--- config.mk ---
export PLATFORM = sky130hd
export DESIGN_NAME = apb_slv_regbank
export DESIGN_NICKNAME = d
export VERILOG_FILES = /design/src/rtl/apb_slv_regbank.sv
export SDC_FILE = /design/constraint.sdc
export NUM_CORES = 1
export LEC_CHECK = 0
export BUFFER_PORTS_ARGS = -buffer_cell sky130_fd_sc_hd__buf_2
export CORE_ASPECT_RATIO = 0.6
export CORE_MARGIN = 2
export CORE_UTILIZATION = 60
export CTS_BUF_LIST = sky130_fd_sc_hd__clkbuf_2
export CTS_CLUSTER_SIZE = 28
export DETAILED_ROUTE_END_ITERATION = 16
export PLACE_DENSITY = 0.81
export SLEW_MARGIN = 10
export SYNTH_ARGS = -nofsm -noshare
export SYNTH_HDL_FRONTEND = slang
export SYNTH_SLANG_ARGS = --single-unit
--- constraint.sdc ---
create_clock -name pclk -period 13.1 [get_ports pclk]
set_clock_uncertainty 0.1 [all_clocks]
set_input_delay 2.62 -clock pclk [delete_from_list [all_inputs] [get_ports pclk]]
set_output_delay 2.62 -clock pclk [all_outputs]
set_load 0.02 [all_outputs]
--- src/rtl/apb_slv_regbank.sv ---
`default_nettype none
// ============================================================================
// Module  : apb_slv_regbank
// Brief   : Zero-wait-state APB responder with R/W registers, status,
//           write counter and cycle counter. Define APB_SLV_PROT_CHK_EN to
//           add the sticky proto_err protocol checker.
// Revision: 1.0 - initial release
// ============================================================================
module apb_slv_regbank #(
  parameter int NUM_REGS = 8,
  parameter int ADDR_W   = 8
) (
  input  logic        pclk,
  input  logic        preset,
  input  logic [31:0] paddr,
  input  logic [31:0] pwdata,
  input  logic        pwrite,
  input  logic        psel,
  input  logic        penable,
  output logic [31:0] prdata,
  input  logic [31:0] stat_i,
  output logic [31:0] ctrl_o
`ifdef APB_SLV_PROT_CHK_EN
  ,
  output logic        proto_err
`endif
);

  localparam int IDX_W = ADDR_W - 2;

  localparam logic [1:0] ST_IDLE   = 2'd0;
  localparam logic [1:0] ST_SETUP  = 2'd1;
  localparam logic [1:0] ST_ACCESS = 2'd2;

  // Word indices of the fixed read-only locations (byte 0x80, 0x84, 0x88).
  localparam logic [31:0] WIDX_STATUS = 32'h20;
  localparam logic [31:0] WIDX_WCNT   = 32'h21;
  localparam logic [31:0] WIDX_CYCLE  = 32'h22;

  logic [1:0]        state_q, state_d;
  logic [ADDR_W-1:0] addr_q, addr_d;
  logic              pwrite_q, pwrite_d;
  logic [31:0]       prdata_q, prdata_d;
  logic [15:0]       wcnt_q, wcnt_d;
  logic [31:0]       cycle_q, cycle_d;
  logic [31:0]       reg_q [NUM_REGS];

  logic              setup_req;
  logic              capture;
  logic              commit;
  logic              xfer_ok;
  logic [IDX_W-1:0]  rd_idx;
  logic [IDX_W-1:0]  wr_idx;
  logic              wr_hit;
  logic [31:0]       rd_data;
  logic              unused_bits;

  assign setup_req = psel & ~penable;
  assign rd_idx    = paddr[ADDR_W-1:2];
  assign wr_idx    = addr_q[ADDR_W-1:2];
  assign wr_hit    = 32'(wr_idx) < 32'(NUM_REGS);

  // Address bits above ADDR_W-1 alias; byte-lane bits are only checked.
  assign unused_bits = ^{paddr, addr_q};

`ifdef APB_SLV_PROT_CHK_EN
  logic viol;
  logic proto_err_q;
  assign xfer_ok = (paddr[ADDR_W-1:0] == addr_q) && (pwrite == pwrite_q);
`else
  assign xfer_ok = 1'b1;
`endif

  always_comb begin
    state_d = state_q;
    capture = 1'b0;
    commit  = 1'b0;
`ifdef APB_SLV_PROT_CHK_EN
    viol    = 1'b0;
`endif
    case (state_q)
      ST_SETUP: begin
        if (psel && penable && xfer_ok) begin
          state_d = ST_ACCESS;
          commit  = pwrite_q;
        end else if (setup_req) begin
          state_d = ST_SETUP;
          capture = 1'b1;
        end else begin
          state_d = ST_IDLE;
        end
`ifdef APB_SLV_PROT_CHK_EN
        viol = ~psel | ~penable | ~xfer_ok;
`endif
      end
      default: begin
        // IDLE and ACCESS behave alike: only a clean setup phase starts a transfer.
        if (setup_req) begin
          state_d = ST_SETUP;
          capture = 1'b1;
        end else begin
          state_d = ST_IDLE;
        end
`ifdef APB_SLV_PROT_CHK_EN
        viol = penable;
`endif
      end
    endcase
  end

  always_comb begin
    rd_data = 32'h0;
    for (int i = 0; i < NUM_REGS; i++) begin
      if (32'(rd_idx) == 32'(i)) begin
        rd_data = reg_q[i];
      end
    end
    case (32'(rd_idx))
      WIDX_STATUS: rd_data = stat_i;
      WIDX_WCNT:   rd_data = {16'h0, wcnt_q};
      WIDX_CYCLE:  rd_data = cycle_q;
      default:     ;
    endcase
  end

  always_comb begin
    addr_d   = capture ? paddr[ADDR_W-1:0] : addr_q;
    pwrite_d = capture ? pwrite : pwrite_q;
    prdata_d = (capture && !pwrite) ? rd_data : prdata_q;
    wcnt_d   = (commit && wr_hit) ? wcnt_q + 16'd1 : wcnt_q;
    cycle_d  = cycle_q + 32'd1;
  end

  always_ff @(posedge pclk or posedge preset) begin
    if (preset) begin
      state_q  <= ST_IDLE;
      addr_q   <= '0;
      pwrite_q <= 1'b0;
      prdata_q <= 32'h0;
      wcnt_q   <= 16'h0;
      cycle_q  <= 32'h0;
      for (int i = 0; i < NUM_REGS; i++) begin
        reg_q[i] <= 32'h0;
      end
    end else begin
      state_q  <= state_d;
      addr_q   <= addr_d;
      pwrite_q <= pwrite_d;
      prdata_q <= prdata_d;
      wcnt_q   <= wcnt_d;
      cycle_q  <= cycle_d;
      for (int i = 0; i < NUM_REGS; i++) begin
        if (commit && wr_hit && (32'(wr_idx) == 32'(i))) begin
          reg_q[i] <= pwdata;
        end
      end
    end
  end

`ifdef APB_SLV_PROT_CHK_EN
  always_ff @(posedge pclk or posedge preset) begin
    if (preset) begin
      proto_err_q <= 1'b0;
    end else begin
      proto_err_q <= proto_err_q | viol;
    end
  end

  assign proto_err = proto_err_q;
`endif

  assign prdata = prdata_q;
  assign ctrl_o = reg_q[0];

endmodule
`default_nettype wire

* Yosys cells after proc, flatten, opt, wreduce, memory -nomap -nowiden
Cells that the tools add are included.
W data, S select, Z words.
** Word-level totals
- Output and inout port bits :: 64
- Word-level logic and storage cells :: 68
- Register bits :: 347
** Cells by class
- Bitwise gates (word level) :: 2
- Magnitude comparators :: 1
- Multiplexer cells :: 17
- Reductions and logical operators :: 14
- Equal/unequal tests :: 18
- $add $sub $neg :: 2
** Operators by type and width (count)
- $mux W32 :: 8
- $pmux W32 S3 :: 1
- $eq A6 B3 Y1 const B :: 8
- $add A32 B1 Y32 const B :: 1
- $eq A6 B2 Y1 const B :: 4
- $eq A6 B6 Y1 const B :: 3
- $add A16 B1 Y16 const B :: 1
- $eq A6 B1 Y1 const B :: 2
- $logic_not A6 Y1 :: 2
- $logic_and A1 B1 Y1 :: 11
- $lt A6 B4 Y1 const B :: 1
- $mux W1 :: 6
- $mux W2 :: 2
- $eq A2 B1 Y1 const B :: 1
- $and A1 B1 Y1 :: 1
- $logic_not A1 Y1 :: 1
- $not A1 Y1 :: 1

* Logic depth before layout (Yosys ltp)
Gate-level depths: netlist (run 1).
- Depth after elaboration :: 10
- Depth in mapped cells :: 8
- Depth with buffers taken out :: 5

* Worst setup path before layout (run 1)
OpenSTA, ideal clock, no wires.
- Path kind :: in2reg
- Start point :: input port paddr[2]
- End point :: register prdata_q[18] (netlist: prdata[18])
- Arrival :: 4252 ps
- Stages on the path :: 8
- Path buffers :: 4
- Path slack :: 8613 ps
- Path through :: clkbuf_1 -> buf_2 -> buf_2 -> buf_2 -> mux2i_1 -> o2bb2ai_1 -> a221oi_1 -> o22ai_1
** Between the ends
- Word-level cells in the longest chain between the ends :: 10
- Elaborated cells on any way between the ends :: 20
- Classes of those cells :: eq/ne: 10; mux: 9; reduce/logical: 1
** Ends and longest elaborated chain
- from (decl) :: line 15 : input logic [31:0] paddr,
- $logic_not A6 Y1 :: line 114 : if (32'(rd_idx) == 32'(i)) begin
- $mux W32 (8 in a row) :: line 114
- $pmux W32 S3 (*) :: line 118 : case (32'(rd_idx))
- to (signal assigned) :: line 149 : prdata_q <= prdata_d;
- to (decl) :: line 43 : logic [31:0] prdata_q, prdata_d;
Every way passes the cells marked *; elsewhere a longest branch is shown, timed or not.
A chain may end at the register's enable or synchronous reset.

* Worst setup path after layout (run 1)
- Start point :: input port paddr[2]
- End point :: register prdata_q[9] (netlist: prdata[9])
The elaborated chain is that of the path after synthesis.

==> metrics.cfg, run 1 <==
[synthesis]
synth.cell_area_sq_mm=0.0162
synth_edf_count=0
ys_seq_area_share_pct=53.2
synthArstFlopShare_pct=100
ys_types=61
synth.avg_cell_area_sq_um=13.6
synth_ff_type=dfrtp_1
ys_ff_latch=345
syn-num-nets=1297
yosys_warnings=0
syn_inst=1194

[power_and_ir_drop]
power.density_mw_per_mm2=116
ir_drop_v=0.0000527
p_leak_uw=0.00867

[timing]
fin_setup_tns_ns=0
fin_crit_ns=5.03
hold_viol=0
setup_viol=0
fmax_ghz=0.199
worstMarginPinSlew_ns=1.34
fin_crit_sh_pct=38.4
slew_violations=0
hold_slack_ns=0.399
relSlewSlack_pct=9.80
rsz0062_at_grt=false

[global_route]
grt_overflow=0
grtUsageTotal_pct=29.2
antenna_found_initial=2
grt_start_max_net_pins=124
grt_pass1_vias=11000
grt_first_pass_wirelength_um=63700

[final_layout]
regArea_sq_mm=0.00863
final_common_cell=dfrtp_1
final_nets=1428
drive_gt1_share_pct=45.3
multi_input_area_sq_mm=0.00702
fillers=1917
final_cell_mix=dfrtp_1 (345), mux2_2 (269), buf_2 (136), clkbuf_2 (119), mux4_2 (52)
area_delta_synth_final_pct=9.10

[clocking]
root_buffer=clkbuf_2
cts_buffers=79
cts.hold.buffers_added=0
cts_max_level=3
ctsResizeCount=0
cts_tree=built
clk_pin_slew_worst_paths_ns=0.09
clock-sinks=345
cts_setup_buffers=0
clk_path_buf_depth=3
worstSkewPairLatency_ns=0.94

[critical_path]
startpoint=paddr[2]
cp_max_fo=28
reg2reg_from=addr_q[7]
worstPathRequired_ns=13.77
endpoint_kind=flop
start_kind=primary input
critPathKind=primary input to flop
cp.arrival_ns=5.70

[floorplanning]
die_w_um=216
start_util_pct=61.3
io_pins=165
coreArea_sq_mm=0.0265
die_y_um=131
dieArea_sq_mm=0.0284
num_rows=46

[routing]
vias=11100
drtAntennaViolNets=0
drtIter0Drc=1330
viasPerCell=6.35
wl_per_cell_um=23.5
routed_wl_um=41000
drc=0
drtPass1Iterations=5

[place]
portBuffers=138
dp.final_hpwl_um=26400
place_congestion=0.877

[hold_path]
min_from=cycle_q[10]
hold_class=flop to flop

[status]
status=finished clean

[run]
drv_cap=0

==> Yosys cell counts, drive strengths merged (7+ instances only) <==
| cell type | n | share of area [%] |
|---|---|---|
| dfrtp | 345 | 53 |
| mux2 | 275 | 19 |
| buf | 59 | 2.5 |
| mux4 | 52 | 7.2 |
| clkbuf | 50 | 1.2 |
| nor2 | 46 | 1.1 |
| nand2 | 45 | 1.0 |
| xnor2 | 31 | 1.7 |
| a21oi | 28 | 0.86 |
| a221oi | 26 | 1.4 |
| nand3 | 23 | 0.71 |
| o21ai | 22 | 0.68 |
| a211o | 19 | 1.0 |
| nand4 | 17 | 0.66 |
| xor2 | 14 | 0.76 |
| nor3 | 13 | 0.43 |
| o22ai | 11 | 0.42 |
| o2bb2ai | 9 | 0.49 |
| a22oi | 8 | 0.37 |
| inv | 7 | 0.16 |
| mux2i | 7 | 0.43 |
| nor4 | 7 | 0.42 |
==> path summary, 6_finish.rpt <==
path	slack, ns	cells after the start	end
max reg2reg	9.71	5	reg_q[150]
max	8.07	6	prdata[9]
max in group asynchronous	9.54	3	reg_q[68]
min	0.40	1	cycle_q[10]
min in group asynchronous	1.76	2	reg_q[122]
min reg2reg	0.40	1	cycle_q[10]
==> worst max-delay path: stages <==
cell and delay [ns]:
buf_4 0.41, buf_4 0.50, nand2_1 0.47, o21ai_0 1.20, a221oi_1 0.16, a211oi_1 0.31
==> report_power, final <==
part	internal (uW)	switching (uW)	total [uW]	leakage, uW
logic	88.3	128	216	0.00341
clock network	260	420	679	0.000551
registers	1110	37.8	1150	0.00471
==> state kept, by name, summed over array words and instances, names as in the netlist <==
register,cells
addr_q,6
ctrl_o,32
cycle_q,32
prdata,32
pwrite_q,1
reg_q,224
state_q,2
wcnt_q,16
==> metal layers <==
layer,up-vias,global-route usage (%),wire (um)
met4,0,8.68,739
met1,5717,45.0,18400
li1,4757,-,-
met2,541,40.4,17700
met5,-,0,0
met3,75,8.36,4150
==> layout make-up <==
class                      instances  area share [%]
sequential                       345            48.8
multi-input combinational        733            39.7
inverter                           7           0.191
timing repair buffer             159            4.82
tap                              360            2.54
antenna                            2          0.0283
clock inverter                    22           0.629
clock buffer                     119            3.36
==> per-stage QoR <==
step                util, %  instances  worst slack, ns  power (uW)  cell area (sq um)
floorplan                 -       1194            0.815        1310              16200
global placement       64.2       1604             7.44        1380              17000
detailed placement     64.2       1604             7.28        1390              17000
CTS                    66.8       1745             8.20        2060              17700
global route           66.9       1746             7.94        2140              17700
finish                 66.9       1747             8.07        2050              17700
==> kinds of logic after synthesis <==
kind of cell             share of synthesized area [%]
XOR/XNOR                                          2.43
multiplexers                                      26.7
AO/OA/AOI/OAI                                     7.29
adder cells (fa/ha/maj)                          0.154
AND/OR/NAND/NOR                                   6.38
buffers and inverters                             3.81
flip-flops                                        53.2
Power figures use the tool's default switching activity.
==> run 2: changes to the inputs <==
clock period = 5.1 ns   (was 13.1 ns; I/O delays follow)
==> run 2 against run 1 <==
Net effect: non-clock buffer count up 6; setup slack got worse by 6.2 ns; flip-flop and latch count is the same; die area unchanged; clock power grew 150%; total power rose to 2.5 times the previous value; count of clock-buffer cells in the layout is 1 higher; hold slack worse by 0.089 ns; critical path type is now flop to flop; critical endpoint is now reg_q[103]; largest power group unchanged.
==> metrics.cfg, run 2 (synthesized netlist as in run 1, its figures left out) <==
[critical_path]
cp.arrival_ns=3.85  ; was 5.70 ns
worstPathRequired_ns=5.77  ; was 13.77 ns
cp_max_fo=26  ; was 28
start_kind=flop  ; was primary input
startpoint=addr_q[7]  ; was paddr[2]
critPathKind=flop to flop  ; was primary input to flop
endpoint_kind=flop  ; unchanged
reg2reg_from=addr_q[7]  ; unchanged

[hold_path]
hold_class=primary input to flop  ; was flop to flop
min_from=pwrite  ; was cycle_q[10]

[place]
place_congestion=0.862  ; was 0.877
dp.final_hpwl_um=26200  ; was 26,400 um
place_area_sq_mm=0.0171  ; was 0.0170 sq mm
portBuffers=138  ; unchanged
placed_cells=1609  ; was 1,604

[final_layout]
stdcell_count=1751  ; was 1,747
top_register=reg_q  ; unchanged
final_cell_mix=dfrtp_1 (345), mux2_2 (269), buf_2 (136), clkbuf_2 (120), mux4_2 (52)  ; was dfrtp_1 (345), mux2_2 (269), buf_2 (136), clkbuf_2 (119), mux4_2 (52)
final_common_cell=dfrtp_1  ; unchanged
fin_area_sq_mm=0.0178  ; was 0.0177 sq mm
fillers=1923  ; was 1,917
utilization_pct=67.1  ; was 66.9%
area_delta_synth_final_pct=9.48  ; was 9.10%
drive_gt1_share_pct=45.4  ; was 45.3%
final_nets=1433  ; was 1,428
largest_reg_flops=224  ; unchanged

[routing]
drtPass1Iterations=7  ; was 5
viasPerCell=6.29  ; was 6.35
drc=0  ; unchanged
wl_per_cell_um=23.2  ; was 23.5 um
routed_wl_um=40600  ; was 41,000 um
drtIter0Drc=1217  ; was 1,330
vias=11000  ; was 11,100
drtAntennaViolNets=0  ; unchanged

[floorplanning]
dieArea_sq_mm=0.0284  ; unchanged
die_y_um=131  ; unchanged
start_util_pct=61.3  ; unchanged
io_pins=165  ; unchanged
coreArea_sq_mm=0.0265  ; unchanged
die_w_um=216  ; unchanged
num_rows=46  ; unchanged

[run]
drv_cap=0  ; unchanged

[clocking]
clk_pin_slew_worst_paths_ns=0.11  ; was 0.09 ns
clk_path_buf_depth=3  ; unchanged
cts_buffers=78  ; was 79
cts_max_level=3  ; unchanged
root_buffer=clkbuf_2  ; unchanged
cts_tree=built  ; unchanged
worstSkewPairLatency_ns=0.94  ; about the same
cts_setup_buffers=0  ; unchanged
clock-sinks=345  ; unchanged

[timing]
fin_setup_tns_ns=0  ; unchanged
fin_crit_sh_pct=62.4
fin_crit_ns=3.18
worstMarginPinSlew_ns=1.06  ; was 1.34 ns
relSlewSlack_pct=28.4  ; was 9.80%
setup_viol=0  ; unchanged
rsz0062_at_grt=false  ; unchanged
slew_violations=0  ; unchanged
hold_viol=0  ; unchanged
fmax_ghz=0.314

[global_route]
grt_pass1_vias=11100  ; was 11,000
grtUsageTotal_pct=29.0  ; was 29.2%
grt_overflow=0  ; unchanged
antenna_found_initial=3  ; was 2
grt_start_max_net_pins=146  ; was 124
grt_first_pass_wirelength_um=63400  ; was 63,700 um

[power_and_ir_drop]
p_total_uw=5210  ; was 2050 uW
ir_drop_v=0.000122  ; was 0.0000527 V
power.density_mw_per_mm2=293  ; was 116 mW/mm^2
p_leak_uw=0.00869  ; was 0.00867 uW

[status]
status=finished clean  ; unchanged

run 2: critical path: stages (launching register included):
cell     delay, ns
dfrtp_1       0.40
or4b_4        0.56
or2_4         0.35
nor4b_4       0.70
buf_4         0.52
mux2_2        0.40
run 2: cell type report:
type	instances	area (sq um)	area share (%)
Sequential cell	345	8630	48.6
Clock inverter	18	71.3	0.401
Inverter	7	30.0	0.169
Timing Repair Buffer	165	951	5.35
Antenna cell	3	7.51	0.0423
Clock buffer	120	601	3.38
Multi-Input combinational cell	733	7020	39.5
Tap cell	360	450	2.54
run 2: per-stage QoR:
| stage | setup WS, ns | hold slack, ns |
|---|---|---|
| after CTS | 2.00 | 0.282 |
| after global routing | 1.94 | 0.293 |
| after floorplan | -0.636 | 0.345 |
| after detailed placement | 1.48 | 0.372 |
| after global placement | 1.50 | 0.363 |
| final | 1.92 | 0.310 |
run 2: final timing paths:
kind                                to  slack (ns)  depth (start not counted)
min                           pwrite_q        0.31                          2
max reg2reg                 reg_q[103]        1.92                          5
max in group asynchronous    reg_q[72]        3.23                          4
min in group asynchronous   reg_q[180]        0.50                          3
max                         reg_q[103]        1.92                          5
min reg2reg                cycle_q[31]        0.40                          1
run 2: what timing repair did:
item / in CTS / in global routing
resized for setup: 0 / 0
hold buffers: 1 / 0
endpoints found under the hold margin: 1 / 0
run 2: layer usage:
| metal | track usage [%] | vias to the layer above | part of all wire, % |
|---|---|---|---|
| li1 | - | 4763 | - |
| met1 | 44.1 | 5724 | 46 |
| met2 | 39.9 | 457 | 43 |
| met3 | 9.05 | 63 | 9.2 |
| met4 | 9.06 | 0 | 1.7 |
| met5 | 0 | - | 0 |
run 2: where the power goes:
group | leakage, uW | switching, uW | internal [uW]
logic | 0.00345 | 327 | 231
registers | 0.00471 | 96.1 | 2860
clock network | 0.000528 | 1070 | 616
